--- src/rtl/ps2_frontend.sv ---
// PS/2 pin conditioning: two-flop synchronisers, per-line glitch filters, falling-edge
// strobe with sampled data bit, and an 11-bit frame tracker with in-frame timeout.
module ps2_frontend #(
  parameter int SYNC_STAGES    = 2,
  parameter int FILTER_LEN     = 8,
  parameter int TIMEOUT_CYCLES = 50000
) (
  input  logic       clk,
  input  logic       rst,
  input  logic       ps2_clk,
  input  logic       ps2_data,
  output logic       ps2_clk_f,
  output logic       ps2_data_f,
  output logic       fall_stb,
  output logic       fall_bit,
  output logic [3:0] bit_idx,
  output logic       busy,
  output logic       frame_end,
  output logic       stop_err,
  output logic       frame_abort
);

  localparam int FCW = (FILTER_LEN > 1) ? $clog2(FILTER_LEN) : 1;
  localparam int TCW = (TIMEOUT_CYCLES > 1) ? $clog2(TIMEOUT_CYCLES) : 1;
  localparam logic [FCW-1:0] F_TERM   = FCW'(FILTER_LEN - 1);
  localparam logic [TCW-1:0] T_TERM   = TCW'(TIMEOUT_CYCLES - 1);
  localparam logic [3:0]     STOP_IDX = 4'd10;

  typedef enum logic {IDLE, RX} state_e;

  logic [SYNC_STAGES-1:0] clk_sync_q, data_sync_q;
  logic [1:0]             sync_s;
  logic [1:0]             filt_q, filt_d;
  logic [FCW-1:0]         fcnt_q [2];
  logic [FCW-1:0]         fcnt_d [2];
  logic                   clk_f_prev_q;
  logic                   fall_bit_q;
  state_e                 state_q, state_d;
  logic [3:0]             bit_idx_q, bit_idx_d;
  logic [TCW-1:0]         tmo_q, tmo_d;
  logic                   frame_end_q, frame_end_d;
  logic                   stop_err_q, stop_err_d;
  logic                   frame_abort_q, frame_abort_d;

  // NOTE: sequential state uses non-blocking assignments so every flop samples pre-edge values.
  always_ff @(posedge clk) begin
    if (rst) begin
      clk_sync_q  <= '1;
      data_sync_q <= '1;
    end else begin
      clk_sync_q  <= {clk_sync_q[SYNC_STAGES-2:0], ps2_clk};
      data_sync_q <= {data_sync_q[SYNC_STAGES-2:0], ps2_data};
    end
  end

  assign sync_s = {data_sync_q[SYNC_STAGES-1], clk_sync_q[SYNC_STAGES-1]};

  // Index 0 is the clock line, index 1 the data line; both filters are identical.
  always_comb begin
    // NOTE: defaults first so no path through this block leaves a value unassigned (no latches).
    filt_d = filt_q;
    for (int i = 0; i < 2; i++) begin
      fcnt_d[i] = '0;
      if (sync_s[i] != filt_q[i]) begin
        if (fcnt_q[i] == F_TERM) begin
          filt_d[i] = sync_s[i];
        end else begin
          fcnt_d[i] = fcnt_q[i] + 1'b1;
        end
      end
    end
  end

  always_ff @(posedge clk) begin
    if (rst) begin
      filt_q       <= 2'b11;
      fcnt_q[0]    <= '0;
      fcnt_q[1]    <= '0;
      clk_f_prev_q <= 1'b1;
      fall_bit_q   <= 1'b1;
    end else begin
      filt_q       <= filt_d;
      fcnt_q[0]    <= fcnt_d[0];
      fcnt_q[1]    <= fcnt_d[1];
      clk_f_prev_q <= filt_q[0];
      if (fall_stb) fall_bit_q <= filt_q[1];
    end
  end

  assign fall_stb = clk_f_prev_q & ~filt_q[0];

  always_comb begin
    state_d       = state_q;
    bit_idx_d     = bit_idx_q;
    tmo_d         = tmo_q;
    frame_end_d   = 1'b0;
    stop_err_d    = 1'b0;
    frame_abort_d = 1'b0;
    unique case (state_q)
      IDLE: begin
        tmo_d = '0;
        if (fall_stb && !filt_q[1]) begin
          state_d   = RX;
          bit_idx_d = 4'd1;
        end
      end
      RX: begin
        if (fall_stb) begin
          tmo_d = '0;
          if (bit_idx_q == STOP_IDX) begin
            frame_end_d = 1'b1;
            stop_err_d  = ~filt_q[1];
            state_d     = IDLE;
            bit_idx_d   = 4'd0;
          end else begin
            bit_idx_d = bit_idx_q + 4'd1;
          end
        end else if (tmo_q == T_TERM) begin
          // A strobe in the terminal-count cycle takes the branch above, so it always wins.
          frame_abort_d = 1'b1;
          state_d       = IDLE;
          bit_idx_d     = 4'd0;
          tmo_d         = '0;
        end else if (tmo_q != '1) begin
          tmo_d = tmo_q + 1'b1;
        end
      end
      default: state_d = IDLE;
    endcase
  end

  always_ff @(posedge clk) begin
    if (rst) begin
      state_q       <= IDLE;
      bit_idx_q     <= 4'd0;
      tmo_q         <= '0;
      frame_end_q   <= 1'b0;
      stop_err_q    <= 1'b0;
      frame_abort_q <= 1'b0;
    end else begin
      state_q       <= state_d;
      bit_idx_q     <= bit_idx_d;
      tmo_q         <= tmo_d;
      frame_end_q   <= frame_end_d;
      stop_err_q    <= stop_err_d;
      frame_abort_q <= frame_abort_d;
    end
  end

  assign ps2_clk_f   = filt_q[0];
  assign ps2_data_f  = filt_q[1];
  assign fall_bit    = fall_bit_q;
  assign bit_idx     = bit_idx_q;
  assign busy        = (state_q == RX);
  assign frame_end   = frame_end_q;
  assign stop_err    = stop_err_q;
  assign frame_abort = frame_abort_q;

endmodule

--- config.mk ---
export PLATFORM = sky130hd
export DESIGN_NAME = ps2_frontend
export DESIGN_NICKNAME = d
export VERILOG_FILES = /design/src/rtl/ps2_frontend.sv
export SDC_FILE = /design/constraint.sdc
export NUM_CORES = 1
export LEC_CHECK = 0
export BUFFER_PORTS_ARGS = -buffer_cell sky130_fd_sc_hd__buf_2
export CAP_MARGIN = 15
export CORE_ASPECT_RATIO = 1.4
export CORE_MARGIN = 2
export CORE_UTILIZATION = 59
export CTS_BUF_LIST = sky130_fd_sc_hd__clkbuf_4
export CTS_CLUSTER_DIAMETER = 100
export DETAILED_ROUTE_END_ITERATION = 16
export PLACE_DENSITY = 0.78
export SLEW_MARGIN = 20
export SYNTH_ARGS = -nofsm -noshare
export SYNTH_HDL_FRONTEND = slang
export SYNTH_SLANG_ARGS = --single-unit
--- constraint.sdc ---
create_clock -name clk -period 2.9 [get_ports clk]
set_input_delay 0.435 -clock clk [delete_from_list [all_inputs] [get_ports clk]]
set_output_delay 0.435 -clock clk [all_outputs]
set_load 0.02 [all_outputs]
---- Word-level counts from Yosys, hierarchy flattened ----
Memory sizes are Yosys's and may differ from the RTL's.
Cells that the tools add are included.
storage, ports and cells
  logic and storage cells ................. 68
  RAM bits ................................ 6
  latch bits .............................. 0
  memories kept ........................... 1
  memory bits (read-only) ................. 0
  register bits after elaboration ......... 32
operators by class
  add/subtract/negate cells ............... 4
  bitwise gates (word level) .............. 8
  multiplexer cells ....................... 25
  div/mod/pow operators ................... 0
  $mul .................................... 0
  $lt $le $gt $ge ......................... 0
  shift operators ......................... 0
  reduce and logical (&&, ||, !) cells .... 8
  equal/unequal tests ..................... 10
memories
  memory  words  width  read ports  clocked after memory_dff  write ports  RTL line  source
  fcnt_q  2      3      2           0                         2            34        logic [FCW-1:0] fcnt_q [2];
operators by type and width
  kind                                                              count
  16-bit two-way mux                                                3
  16-bit case mux with 2 select lines                               1
  3-bit two-way mux                                                 6
  16-bit by 1-bit adder with 16-bit output (second input constant)  1
  16-bit == test (second input constant)                            1
  4-bit two-way mux                                                 4
  16-bit != test (second input constant)                            1
  1-bit two-way mux                                                 9
  4-bit case mux with 2 select lines                                1
  3-bit by 1-bit adder with 3-bit output (second input constant)    2
  3-bit == test (second input constant)                             2
  2-bit AND reduction                                               3
  3-bit OR reduction                                                2
  1-bit NOT                                                         5
  4-bit by 1-bit adder with 4-bit output (second input constant)    1
  4-bit == test (second input constant)                             1
  4-bit by 2-bit != test with 1-bit output (second input constant)  1
  4-bit OR reduction                                                1
  3-bit by 2-bit != test with 1-bit output (second input constant)  1
  1-bit != test                                                     2
  2-bit != test (second input constant)                             1
  1-bit bitwise OR                                                  2
  1-bit case mux with 2 select lines                                1
  1-bit AND                                                         1
  other kinds (2)                                                   2

---- Longest topological paths before layout ----
  depth in word-level cells ............... 5
  gate-level depth with buffers ........... 6

---- Worst setup path after synthesis ----
OpenSTA, ideal clock, no wires.
  kind .................................... reg-to-reg
  from .................................... register bit_idx_q[0], in the netlist bit_idx[0]
  to ...................................... register bit_idx_q[3], in the netlist bit_idx[3]
  path slack .............................. 1310 ps
  data required time ...................... 2809 ps
  clock period less this slack ............ 1590 ps
  arrival time ............................ 1499 ps
  cell stages (with the launch flop) ...... 7
  cell sequence ........................... dfxtp_1 inv_1 ha_1 nand3b_1 and3_1 a41oi_1 a311oi_1
on the way
  cells in the longest elaborated chain, start to end .. 4
  elaborated cells between the ends (all ways) .. 5
  those cells by class .................... 1 x add/sub; 1 x eq/ne; 3 x mux
RTL lines
  item                                                                            RTL line  source
  from (decl)                                                                     39        logic [3:0] bit_idx_q, bit_idx_d;
  from (signal assigned)                                                          142       bit_idx_q <= bit_idx_d;
  4-bit by 1-bit adder with 4-bit output / 4-bit == test (equally long branches)  116, 110
  4-bit two-way mux *                                                             110       if (bit_idx_q == STOP_IDX) begin
  4-bit two-way mux *                                                             108       if (fall_stb) begin
  4-bit case mux with 2 select lines *                                            99        unique case (state_q)
Every way passes the cells marked *; elsewhere a longest branch is shown, timed or not.
A chain may end at the register's enable or synchronous reset.

---- Final worst setup path ----
  from .................................... register tmo_q[0]
  to ...................................... register tmo_q[0]
on the way
  cells in the longest elaborated chain, start to end .. 5
  elaborated cells between the ends (all ways) .. 8
  those cells by class .................... 1 x add/sub; 3 x eq/ne; 4 x mux
RTL lines
  item                                      RTL line  source
  from (decl)                               40        logic [TCW-1:0] tmo_q, tmo_d;
  from (signal assigned)                    143       tmo_q <= tmo_d;
  16-bit by 1-bit adder with 16-bit output  125       tmo_d = tmo_q + 1'b1;
  16-bit two-way mux                        124       end else if (tmo_q != '1) begin
  16-bit two-way mux                        118       end else if (tmo_q == T_TERM) begin
  16-bit two-way mux                        108
  16-bit case mux with 2 select lines       99
Several ways; a longest one is shown, not always the timed one. The select of a mux whose other input is x is not followed.

==> results.toml <==
[clocking]
cts_resized = 0
clk_latency_ns = 0.35
cts.clk_slew.worst_paths_ns = 0.12
cts.htree.levels = 2
cts.sinks = 38
post_cts_buffers = 0
ctsHoldBuffers = 0
cts_tree = "yes"
cts_made_buffers = 5
cts_root_buf = "clkbuf_4"
clk_path_buf_depth = 2

[route]
drt-initial-drc-count = 55
wirelength_um = 3642
avgViaCountPerCell = 6.067
ant_nets = 0
drc_errors = 0
vias = 1456
wire_per_inst_um = 15.18
drt_first_pass_iters = 4

[finish]
drive_gt1_share_pct = 20.20
instances_no_fill = 240
n_fill_cell = 238
area_growth_pct = 10.93
final_util_pct = 68.83
nNetsFinal = 213
final_cell_mix = "dfxtp_1 (38), buf_2 (15), nand3_1 (11), a21oi_1 (10), nand2_1 (9)"
final_common_cell = "dfxtp_1"
antenna_cells = 0

[timing]
layout_setup_ws_ns = 0.8193
drv_slew = 0
setup_tns_ns = 0
period_minus_slack_ns = 2.081
setup_violations = 0
fin_crit_sh_pct = 71.75
rsz0062_at_grt = "no"
relSlewSlack_pct = 62.03
whs_ns = 0.2656
tightest_slew_ns = 0.5678
hold_viol = 0
finalClockSkew_ns = 0.007916
clock.fmax_mhz = 480.6

[synthesis]
synthFlopType = "dfxtp_1"
async_reset_ff_share_pct = 0
muxShareOfSynthArea_pct = 3.364
synthXorXnorAreaFrac_pct = 1.962
synth-compound-area-share_pct = 13.88
yosysWarnings = 0
synthSimpleGateAreaFrac_pct = 30.48
synth-seq-cells = 38
synth_top_family_by_area = "simple AND/OR/NAND/NOR gates"
synth-adder-area-share_pct = 4.905
synth_cell_types = 49
synth_area_um2 = 1785
synth_edf_count = 0
ys_seq_area_share_pct = 42.61
yosys.area.top_type = "dfxtp_1"
synth_cells = 186
synth_nets = 197
synthDominantCellAreaShare_pct = 42.61
synthTopCellsByArea = "dfxtp_1 (43%), ha_1 (4.9%), mux2i_1 (3.4%)"
synth.avg_cell_area_um2 = 9.599

[global_routing]
grt_pass1_wl_um = 6589
grt_max_degree = 19
grt_pass1_vias = 1453
gr-total-overflow = 0
grtUsageTotal_pct = 24.36
antenna_found_initial = 0

[worst_setup_path]
worst_path_largest_cell_delay_ns = 0.46
startpoint_type = "flip-flop"
critPathMaxFanout = 14
worstSetupPathType = "reg -> reg"
crit_slowest_cell = "nand4_1"
crit_required_ns = 3.16
path_cells = "ha_1 > and3_1 > nand4_1 > nand2_2 > o21ba_1"
rrSetupSlack_ns = 0.82
endpoint_kind = "flip-flop"
arrival_ns = 2.34

[power_and_ir_drop]
combinationalPowerShare_pct = 1.1
cellLeakagePower_nw = 0.7123
sw_frac_of_total_pct = 18.88
switching_power_uw = 185.1
power_frac_clock_pct = 45.2
seq_power_share_pct = 53.7
intPower_uw = 795.3
p_per_area_nw_per_um2 = 495.0
ir_drop_uv = 409.7

[placed_design]
routabilityCongestion = 0.8768
dpl.cell_count = 232
dp_slack_ns = 0.8273
port-buffer-count = 15
hpwl_um = 2675

[die]
fp.dieW_um = 50.49
start_util_pct = 62.04
dieArea_um2 = 3488
core_area_um2 = 2878
row_count = 23
fp.dieH_um = 69.09
io_pins = 16

[run_status]
status = "finished clean"

[hold_path]
min_path_type = "in -> reg"

[job]
maxCapViolCount = 0
-- area by class of cell --
| cell class | count | area (um2) | share of cell area, % |
|---|---|---|---|
| Clock buffer | 5 | 37.54 | 1.895 |
| Clock inverter | 3 | 63.81 | 3.222 |
| Inverter | 6 | 22.52 | 1.137 |
| Multi-Input combinational cell | 136 | 974.7 | 49.21 |
| Sequential cell | 38 | 760.7 | 38.41 |
| Tap cell | 37 | 46.29 | 2.337 |
| Timing Repair Buffer | 15 | 75.07 | 3.790 |
-- synthesized netlist by cell type, drive strengths merged (5+ instances only) --
cell / count
dfxtp: 38
nand3: 12
a21oi: 10
nand2: 10
nor3: 10
nor2: 9
ha: 7
inv: 6
mux2i: 6
nand4: 6
nor4: 6
or2: 6
a31oi: 5
and2: 5
and3: 5
nand3b: 5
-- stage by stage --
stage | total power [mW] | instance area (um2)
after floorplan | 0.5463 | 1785
after global placement | 0.5492 | 1879
after detailed placement | 0.5501 | 1879
after CTS | 0.9882 | 1981
after global routing | 1.015 | 1981
final | 0.9804 | 1981
-- flip-flops by register name, summed over array words and instances (netlist names) --
signal,count
frame_end,1
tmo_q,16
bit_idx,4
frame_abort,1
clk_sync_q,2
busy,1
fcnt_q,6
fall_bit,1
clk_f_prev_q,1
stop_err,1
filt_q,2
data_sync_q,2
-- per-layer routing --
layer | track usage, % | share of wire, % | vias up
met5 | 0 | 0 | -
met4 | 13.21 | 2.1 | 0
met3 | 5.844 | 3.5 | 9
met2 | 40.35 | 53 | 31
met1 | 28.25 | 41 | 686
li1 | - | - | 730
-- worst paths after layout --
| check | cells after the start | endpoint | from |
|---|---|---|---|
| max reg2reg | 5 | tmo_q[0]$_SDFFE_PP0P_ | tmo_q[0]$_SDFFE_PP0P_ |
| min | 2 | clk_sync_q[0]$_SDFF_PP1_ | ps2_clk |
| min reg2reg | 1 | clk_sync_q[1]$_SDFF_PP1_ | clk_sync_q[0]$_SDFF_PP1_ |
| max | 5 | tmo_q[0]$_SDFFE_PP0P_ | tmo_q[0]$_SDFFE_PP0P_ |
-- cell families (layout without fill, tap and decap cells) --
group                      after synthesis  after routing
DFF                                     38             38
and+or+nand+nor                         85             85
xor gates and xnor gates                 4              4
muxes                                    6              6
buffers and inverters                   12             29
AOI/OAI and AO/OA                       34             34
adders and majority gates                7              7
-- power by group through the flow --
stage | registers [mW] | clock network, mW | logic, mW
floorplan | 0.538 | 0 | 0.00826
global placement | 0.538 | 0 | 0.0109
detailed placement | 0.538 | 0 | 0.0116
CTS | 0.527 | 0.450 | 0.0116
global route | 0.527 | 0.475 | 0.0128
finish | 0.527 | 0.443 | 0.0112
-- critical path: cells and delay by family (launching register included) --
family          cells  cell delay [ns]
fa+ha+maj           1             0.23
compound gates      1             0.19
simple gates        3             1.13
flops               1             0.43
Power figures use the tool's default switching activity.
